--- config.mk ---
export PLATFORM = sky130hd
export DESIGN_NAME = calc_exec_seq
export DESIGN_NICKNAME = d
export VERILOG_FILES = /design/src/rtl/calc_pkg.sv /design/src/rtl/bin2bcd_seq.sv /design/src/rtl/calc_exec_seq.sv
export SDC_FILE = /design/constraint.sdc
export NUM_CORES = 1
export LEC_CHECK = 0
export CORE_MARGIN = 2
export CORE_UTILIZATION = 45
export CTS_CLUSTER_DIAMETER = 100
export DETAILED_ROUTE_END_ITERATION = 16
export GPL_TIMING_DRIVEN = 0
export PLACE_DENSITY_LB_ADDON = 0.1
export SYNTH_ARGS = -nofsm -noshare
export SYNTH_HDL_FRONTEND = slang
export SYNTH_SLANG_ARGS = --single-unit
--- constraint.sdc ---
create_clock -name CLK_1K -period 11.5 [get_ports CLK_1K]
set_input_delay 1.15 -clock CLK_1K [delete_from_list [all_inputs] [get_ports CLK_1K]]
set_output_delay 1.15 -clock CLK_1K [all_outputs]
set_load 0.01 [all_outputs]
--- src/rtl/calc_pkg.sv ---
// calc_pkg: shared constants and types for the BCD calculator core.
//   OP_*      opcode encodings accepted on calc_exec_seq.opcode
//   state_t   control FSM encoding
//   BIN_W     binary datapath width; 20 bits holds 999999, so NDIG <= 6
package calc_pkg;
  localparam int NDIG_DEF = 6;
  localparam int BIN_W    = 20;
  localparam int PROD_W   = 2 * BIN_W;
  localparam int EXEC_CYC = 20;
  localparam int CNT_W    = 5;

  localparam logic [3:0] OP_ADD = 4'ha;
  localparam logic [3:0] OP_SUB = 4'hb;
  localparam logic [3:0] OP_MUL = 4'hc;
  localparam logic [3:0] OP_DIV = 4'hd;

  typedef enum logic [2:0] {IDLE, LOAD, EXEC, CONV, DONE} state_t;

  // add/sub finish EXEC in a single cycle; everything else takes EXEC_CYC
  function automatic logic is_short_op(input logic [3:0] op);
    return (op == OP_ADD) || (op == OP_SUB);
  endfunction

  function automatic logic is_valid_op(input logic [3:0] op);
    return (op >= OP_ADD) && (op <= OP_DIV);
  endfunction
endpackage

--- src/rtl/bin2bcd_seq.sv ---
// bin2bcd_seq: sequential double-dabble, one bit per cycle, BW cycles.
//   CLK_1K, RST  clock / async active-low reset
//   i_start      one-cycle pulse, latches i_bin
//   o_done       one-cycle pulse when o_bcd is final
//   o_bcd        NDIG BCD digits, MS digit in the top nibble
//   o_ovf        value did not fit in NDIG digits
module bin2bcd_seq import calc_pkg::*; #(
  parameter int NDIG = NDIG_DEF,
  parameter int BW   = BIN_W
) (
  input  logic              CLK_1K,
  input  logic              RST,
  input  logic              i_start,
  input  logic [BW-1:0]     i_bin,
  output logic              o_done,
  output logic [4*NDIG-1:0] o_bcd,
  output logic              o_ovf
);
  localparam int CW = $clog2(BW + 1);

  logic [BW-1:0]     r_bin;
  logic [4*NDIG-1:0] r_bcd;
  logic [CW-1:0]     r_cnt;
  logic              r_busy, r_done, r_ovf;
  logic [4*NDIG-1:0] w_adj;

  // add-3 to every digit >= 5 before the shift
  for (genvar g = 0; g < NDIG; g++) begin : g_adj
    assign w_adj[4*g +: 4] = (r_bcd[4*g +: 4] >= 4'd5) ? r_bcd[4*g +: 4] + 4'd3
                                                       : r_bcd[4*g +: 4];
  end

  always_ff @(posedge CLK_1K or negedge RST) begin
    if (!RST) begin
      r_bin  <= '0;
      r_bcd  <= '0;
      r_cnt  <= '0;
      r_busy <= 1'b0;
      r_done <= 1'b0;
      r_ovf  <= 1'b0;
    end else begin
      r_done <= 1'b0;
      if (i_start) begin
        r_bin  <= i_bin;
        r_bcd  <= '0;
        r_cnt  <= '0;
        r_busy <= 1'b1;
        r_ovf  <= 1'b0;
      end else if (r_busy) begin
        r_bcd <= {w_adj[4*NDIG-2:0], r_bin[BW-1]};
        r_bin <= r_bin << 1;
        // a bit shifted out of the top digit means the value needs NDIG+1 digits
        r_ovf <= r_ovf | w_adj[4*NDIG-1];
        r_cnt <= r_cnt + 1'b1;
        if (r_cnt == CW'(BW - 1)) begin
          r_busy <= 1'b0;
          r_done <= 1'b1;
        end
      end
    end
  end

  assign o_done = r_done;
  assign o_bcd  = r_bcd;
  assign o_ovf  = r_ovf;
endmodule

--- src/rtl/calc_exec_seq.sv ---
// calc_exec_seq: sequential BCD calculator (add/sub/mul/div).
//   CLK_1K, RST      clock / async active-low reset
//   start            request; accepted only in IDLE
//   opcode           a add, b sub, c mul, d div
//   num_a, num_b     BCD operands, MS digit on top
//   busy             high from the cycle after start through DONE
//   done             one-cycle pulse; result/neg/err valid and held until next done
//   result, neg, err BCD magnitude, sign (sub only), error flag
// Flow: LOAD folds digits into binary, EXEC computes, CONV converts back.
module calc_exec_seq import calc_pkg::*; #(
  parameter int NDIG = NDIG_DEF
) (
  input  logic              CLK_1K,
  input  logic              RST,
  input  logic              start,
  input  logic [3:0]        opcode,
  input  logic [4*NDIG-1:0] num_a,
  input  logic [4*NDIG-1:0] num_b,
  output logic              busy,
  output logic              done,
  output logic [4*NDIG-1:0] result,
  output logic              neg,
  output logic              err
);
  localparam logic [PROD_W-1:0] MAXV = PROD_W'(10**NDIG - 1);

  state_t              r_state, w_state_nxt;
  logic [4*NDIG-1:0]   r_a, r_b, r_result;
  logic [3:0]          r_op;
  logic [CNT_W-1:0]    r_cnt;
  logic [BIN_W-1:0]    r_acc_a, r_acc_b, r_mplier, r_quot, r_rem;
  logic [PROD_W-1:0]   r_mcand, r_prod;
  logic                r_err, r_neg_q, r_neg_o, r_err_o;

  logic [3:0]          w_dig_a, w_dig_b;
  logic [BIN_W-1:0]    w_acc_a_nxt, w_acc_b_nxt, w_quot_nxt, w_rem_nxt, w_diff;
  logic [BIN_W:0]      w_shift;
  logic [PROD_W-1:0]   w_prod_nxt, w_exec_res;
  logic                w_bad_dig, w_ge, w_exec_last, w_ovf, w_div0, w_conv_start;
  logic                w_bcd_done, w_bcd_ovf;
  logic [4*NDIG-1:0]   w_bcd;

  // LOAD: acc*10 + digit, *10 as (acc<<3)+(acc<<1)
  assign w_dig_a     = r_a[4*NDIG-1 -: 4];
  assign w_dig_b     = r_b[4*NDIG-1 -: 4];
  assign w_acc_a_nxt = (r_acc_a << 3) + (r_acc_a << 1) + BIN_W'(w_dig_a);
  assign w_acc_b_nxt = (r_acc_b << 3) + (r_acc_b << 1) + BIN_W'(w_dig_b);
  assign w_bad_dig   = (w_dig_a > 4'd9) || (w_dig_b > 4'd9);

  // EXEC: shift-add multiply and restoring divide, one step per cycle
  assign w_prod_nxt = r_prod + (r_mplier[0] ? r_mcand : '0);
  assign w_shift    = {r_rem, r_quot[BIN_W-1]};
  assign w_ge       = w_shift >= {1'b0, r_acc_b};
  // true difference is < divisor, so the 20-bit wrap is exact
  assign w_diff     = w_shift[BIN_W-1:0] - r_acc_b;
  assign w_rem_nxt  = w_ge ? w_diff : w_shift[BIN_W-1:0];
  assign w_quot_nxt = {r_quot[BIN_W-2:0], w_ge};

  // value handed to the converter on the last EXEC cycle
  always_comb begin
    w_exec_res = '0;
    case (r_op)
      OP_ADD:  w_exec_res = PROD_W'(r_acc_a) + PROD_W'(r_acc_b);
      OP_SUB:  w_exec_res = (r_acc_a >= r_acc_b) ? PROD_W'(r_acc_a - r_acc_b)
                                                 : PROD_W'(r_acc_b - r_acc_a);
      OP_MUL:  w_exec_res = w_prod_nxt;
      OP_DIV:  w_exec_res = PROD_W'(w_quot_nxt);
      default: w_exec_res = '0;
    endcase
  end

  assign w_ovf        = w_exec_res > MAXV;
  assign w_div0       = (r_op == OP_DIV) && (r_acc_b == '0);
  // EXEC length depends on opcode only, never on operands or error state
  assign w_exec_last  = is_short_op(r_op) || (r_cnt == CNT_W'(EXEC_CYC - 1));
  assign w_conv_start = (r_state == EXEC) && w_exec_last;

  bin2bcd_seq #(.NDIG(NDIG), .BW(BIN_W)) u_b2b (
    .CLK_1K (CLK_1K),
    .RST    (RST),
    .i_start(w_conv_start),
    .i_bin  (w_exec_res[BIN_W-1:0]),
    .o_done (w_bcd_done),
    .o_bcd  (w_bcd),
    .o_ovf  (w_bcd_ovf)
  );

  // FSM: state register
  always_ff @(posedge CLK_1K or negedge RST) begin
    if (!RST) r_state <= IDLE;
    else      r_state <= w_state_nxt;
  end

  // FSM: next state
  always_comb begin
    w_state_nxt = r_state;
    case (r_state)
      IDLE:    if (start) w_state_nxt = LOAD;
      LOAD:    if (r_cnt == CNT_W'(NDIG - 1)) w_state_nxt = EXEC;
      EXEC:    if (w_exec_last) w_state_nxt = CONV;
      CONV:    if (w_bcd_done) w_state_nxt = DONE;
      DONE:    w_state_nxt = IDLE;
      default: w_state_nxt = IDLE;
    endcase
  end

  // FSM: outputs
  always_comb begin
    busy = 1'b0;
    done = 1'b0;
    if (r_state != IDLE) busy = 1'b1;
    if (r_state == DONE) done = 1'b1;
  end

  // datapath
  always_ff @(posedge CLK_1K or negedge RST) begin
    if (!RST) begin
      r_a      <= '0;
      r_b      <= '0;
      r_op     <= '0;
      r_cnt    <= '0;
      r_acc_a  <= '0;
      r_acc_b  <= '0;
      r_mcand  <= '0;
      r_mplier <= '0;
      r_prod   <= '0;
      r_quot   <= '0;
      r_rem    <= '0;
      r_err    <= 1'b0;
      r_neg_q  <= 1'b0;
      r_result <= '0;
      r_neg_o  <= 1'b0;
      r_err_o  <= 1'b0;
    end else begin
      case (r_state)
        IDLE: if (start) begin
          r_a     <= num_a;
          r_b     <= num_b;
          r_op    <= opcode;
          r_cnt   <= '0;
          r_acc_a <= '0;
          r_acc_b <= '0;
          r_err   <= 1'b0;
          r_neg_q <= 1'b0;
        end
        LOAD: begin
          r_acc_a <= w_acc_a_nxt;
          r_acc_b <= w_acc_b_nxt;
          r_a     <= {r_a[4*NDIG-5:0], 4'h0};
          r_b     <= {r_b[4*NDIG-5:0], 4'h0};
          if (w_bad_dig) r_err <= 1'b1;
          if (r_cnt == CNT_W'(NDIG - 1)) begin
            r_cnt    <= '0;
            r_mcand  <= PROD_W'(w_acc_a_nxt);
            r_mplier <= w_acc_b_nxt;
            r_prod   <= '0;
            r_quot   <= w_acc_a_nxt;
            r_rem    <= '0;
          end else begin
            r_cnt <= r_cnt + 1'b1;
          end
        end
        EXEC: begin
          r_cnt    <= r_cnt + 1'b1;
          r_prod   <= w_prod_nxt;
          r_mcand  <= r_mcand << 1;
          r_mplier <= r_mplier >> 1;
          r_quot   <= w_quot_nxt;
          r_rem    <= w_rem_nxt;
          if (w_exec_last) begin
            r_err   <= r_err | w_ovf | w_div0 | ~is_valid_op(r_op);
            r_neg_q <= (r_op == OP_SUB) && (r_acc_a < r_acc_b);
          end
        end
        CONV: if (w_bcd_done) begin
          r_result <= (r_err | w_bcd_ovf) ? '0 : w_bcd;
          r_neg_o  <= r_neg_q & ~(r_err | w_bcd_ovf);
          r_err_o  <= r_err | w_bcd_ovf;
        end
        default: ;
      endcase
    end
  end

  assign result = r_result;
  assign neg    = r_neg_o;
  assign err    = r_err_o;
endmodule

==> flow_summary.yaml <==
run_status:
  outcome: "completed"
drt:
  ant_nets: 0
  detail_route.drc_violations: 0
  total_wire_length_mm: 71.3
  first_drt_iteration_drcs: 1705
  route.vias.total: 19800
  post_detailed_route_via_to_cell_ratio: 5.84
  average_wire_length_per_cell_after_detail_routing_um: 21.0
  drt_first_pass_iters: 6
clocking:
  largest_buffer_count_on_any_clock_path: 3
  cts-htree-levels: 2
  quantity_of_hold_fixing_buffers_added_after_cts: 0
  clk_pin_slew_ns: 0.06
  cts_buffers: 40
  post_cts_resized: 0
  cts_setup_buffers: 0
  cts-root-buf: "sky130_fd_sc_hd__clkbuf_16"
  cts_sink_count: 320
  cts_tree: "built"
  clock_insertion_delay_worst_skew_ns: 0.59
floorplan:
  die_h_um: 226
  die_area_sq_mm: 0.0510
  fp-row-count: 81
  ioPinCount: 83
  core-area_sq_mm: 0.0487
  die_x_um: 226
  initial_core_util_pct: 45.5
global_route:
  groute.usage.overall_pct: 28.3
  grt_first_pass_wirelength_mm: 111
  vias_in_the_first_global_route: 19500
  grt_start_max_net_pins: 115
  grt_overflow_total: 0
  grt_antenna_before_repair: 1
run:
  maxCapViolCount: 0
final_layout:
  commonest_cells_after_routing_fill_and_taps_aside: "331 x sky130_fd_sc_hd__nand2_1, 320 x sky130_fd_sc_hd__dfrtp_1, 206 x sky130_fd_sc_hd__a21oi_1, 204 x sky130_fd_sc_hd__o21ai_0, 202 x sky130_fd_sc_hd__ha_1"
  n_fill_cell: 4697
  areaGrowthSynthToFinish_pct: 13.8
  proportion_of_layout_cells_with_a_drive_suffix_above_1_pct: 4.39
  layout.nets: 2970
  multiInputGateArea_sq_mm: 0.0131
  leading_cell_type_in_the_layout_fill_and_taps_excluded: "sky130_fd_sc_hd__nand2_1"
  seqCellArea_sq_mm: 0.00801
  insertedDiodeCount: 0
worst_setup_path:
  cp_data_arrival_time_ns: 5.43
  worst_setup_path_end_kind: "flop"
  timing.critical_path.max_delay_family: "compound AO/OA/AOI/OAI gates"
  critPathMaxStageDelay_ns: 0.50
  worst_ep_required_time_ns: 11.97
  cpMaxStageDelayCell: "sky130_fd_sc_hd__o311ai_0"
  start_to_end_type_of_the_worst_setup_path: "reg2reg"
  worst-path-buf-inv: 1
  timing.critical_path.from_type: "flop"
  worstPathCellList: "clkbuf_1, and2_1, ha_1, fa_1, a21oi_1, o211ai_1, o2111a_1, o21a_1, o211a_1, o311ai_0, nand2_1, nor4_1, nand4_1, nor4b_1, o21ai_1, a41o_1"
  critPathMaxFanout: 10
sta:
  finalMaxSlewViolations: 0
  skew_ns: 0.0345
  hold_violations: 0
  timing.fmax_mhz: 202
  setup_violations: 0
  period_share_pct: 43.1
  rsz0062_at_grt: "false"
  slew_headroom_pct: 32.0
  worst_pin_slew_ns: 1.02
  layout_setup_ws_ns: 6.54
  finalCriticalPeriod_ns: 4.96
synthesis:
  synthesis.instances: 2578
  seq_area_frac_synth_pct: 36.1
  synth.ff_latch_count: 320
  post_synth.cell_area_avg_sq_um: 8.60
  yosys.cell_types.count: 93
  synthFlopType: "sky130_fd_sc_hd__dfrtp_1"
  async_reset_ff_share_pct: 100
  synthesis.area_sq_mm: 0.0222
  mappedNetlistNets: 2844
  number_of_enable_flip_flop_cells_after_synthesis: 0
  number_of_synthesis_warnings: 0
power:
  sequentialPowerShare_pct: 45.8
  leakagePower_nw: 11.8
  p_sw_mw: 0.571
  internal_power_mw: 1.89
  post-layout-total-power_mw: 2.46
  clock_power_share_pct: 52.4
  max-vdd-ir-drop_v: 0.0000992
  power_switching_share_pct: 23.2
  power_per_standard_cell_area_mw_per_mm2: 97.4
  comb_power_share_pct: 1.8
placed_design:
  place.gp.congestion: 0.935
  post-dp-hpwl_mm: 54.8
  io_buffer_count: 82
  dp_slack_ns: 6.54
min_path:
  min_path_type: "reg2reg"
==> cells in the mapped netlist (45+ instances only) <==
cell type                  instances  area share [%]
sky130_fd_sc_hd__o21ai_0         204             4.6
sky130_fd_sc_hd__and2_1           45             1.3
sky130_fd_sc_hd__dfrtp_1         320              36
sky130_fd_sc_hd__nand2_1         331             5.6
sky130_fd_sc_hd__a21oi_1         206             4.7
sky130_fd_sc_hd__xnor2_1          69             2.7
sky130_fd_sc_hd__nor2_1          173             2.9
sky130_fd_sc_hd__mux2i_1          51             2.3
sky130_fd_sc_hd__a31oi_1          57             1.6
sky130_fd_sc_hd__clkbuf_1        116             2.0
sky130_fd_sc_hd__ha_1            202              11
sky130_fd_sc_hd__inv_1           116             2.0
sky130_fd_sc_hd__nand3_1         115             2.6
==> cells by family after synthesis <==
| group | after synthesis | synth area share (%) |
|---|---|---|
| adder cells (fa/ha/maj) | 211 | 12.2 |
| buffers and inverters | 260 | 4.56 |
| flip-flops | 320 | 36.1 |
| AO/OA/AOI/OAI | 797 | 23.3 |
| multiplexers | 52 | 2.35 |
| XOR/XNOR | 110 | 4.35 |
| AND/OR/NAND/NOR | 828 | 17.1 |
==> layer usage <==
metal / GRT usage, % / share of wire, % / up-vias
met5: 0 / 0 / -
met2: 45.3 / 45 / 527
met4: 9.49 / 3.3 / 0
met3: 4.98 / 5.8 / 109
met1: 38.6 / 46 / 9683
li1: - / - / 9512
==> worst reg2reg max path: stages, from the launching register on <==
cell	delay (ns)
sky130_fd_sc_hd__dfrtp_1	0.43
sky130_fd_sc_hd__clkbuf_1	0.26
sky130_fd_sc_hd__and2_1	0.24
sky130_fd_sc_hd__ha_1	0.22
sky130_fd_sc_hd__fa_1	0.41
sky130_fd_sc_hd__a21oi_1	0.29
sky130_fd_sc_hd__o211ai_1	0.16
sky130_fd_sc_hd__o2111a_1	0.20
sky130_fd_sc_hd__o21a_1	0.24
sky130_fd_sc_hd__o211a_1	0.21
sky130_fd_sc_hd__o311ai_0	0.50
sky130_fd_sc_hd__nand2_1	0.12
sky130_fd_sc_hd__nor4_1	0.45
sky130_fd_sc_hd__nand4_1	0.18
sky130_fd_sc_hd__nor4b_1	0.45
sky130_fd_sc_hd__o21ai_1	0.22
sky130_fd_sc_hd__a41o_1	0.27
==> metrics by stage <==
step / cells / area [sq um] / hold slack [ns] / utilization [%] / setup TNS [ns]
6_report: 3398 / 25200 / 0.487 / 51.7 / 0
5_1_grt: 3398 / 25200 / 0.506 / 51.7 / 0
4_1_cts: 3398 / 25200 / 0.492 / 51.7 / 0
3_5_place_dp: 3326 / 23900 / 0.479 / 49.0 / 0
3_3_place_gp: 3324 / 23800 / 0.466 / 48.8 / -1627.74
2_1_floorplan: 2578 / 22200 / 0.449 / - / 0
==> state kept, by name (all words and copies together), names as in the netlist, 3 cells and up <==
register / cells
r_mcand: 40
r_mplier: 20
u_b2b.o_bcd: 24
r_a: 24
u_b2b.r_cnt: 5
r_quot: 20
r_prod: 40
r_cnt: 5
r_acc_a: 20
r_state: 3
r_acc_b: 20
result: 24
r_rem: 20
r_op: 4
u_b2b.r_bin: 20
r_b: 24
==> power by group through the flow <==
stage | sequential [mW] | clock [mW] | combinational [mW]
after floorplan | 1.15 | 0 | 0.000223
after CTS | 1.13 | 1.31 | 0.0459
after global routing | 1.13 | 1.36 | 0.0497
after global placement | 1.15 | 0 | 0.0428
final | 1.13 | 1.29 | 0.0437
after detailed placement | 1.15 | 0 | 0.0458
==> worst paths after layout <==
check | from | end | slack (ns) | depth (start not counted)
worst max register to register | r_mplier[0]$_DFFE_PN0P_ | r_err$_DFFE_PN0P_ | 6.54 | 16
min in group asynchronous | RST | result[13]$_DFFE_PN0P_ | 0.65 | 1
worst min register to register | r_mcand[23]$_DFFE_PN0P_ | r_mcand[24]$_DFFE_PN0P_ | 0.49 | 2
worst max-delay path | r_mplier[0]$_DFFE_PN0P_ | r_err$_DFFE_PN0P_ | 6.54 | 16
worst min-delay path | r_mcand[23]$_DFFE_PN0P_ | r_mcand[24]$_DFFE_PN0P_ | 0.49 | 2
max in group asynchronous | RST | r_acc_b[18]$_DFFE_PN0P_ | 9.70 | 2
==> cell type report <==
type	count	share of cell area (%)
multi-input combinational	1998	52.1
sequential	320	31.8
clock buffer	55	4.63
timing repair buffer	84	3.49
tap	664	3.29
buffer	144	2.28
inverter	116	1.73
clock inverter	17	0.695
No activity file was read; power rests on OpenSTA's default activity.
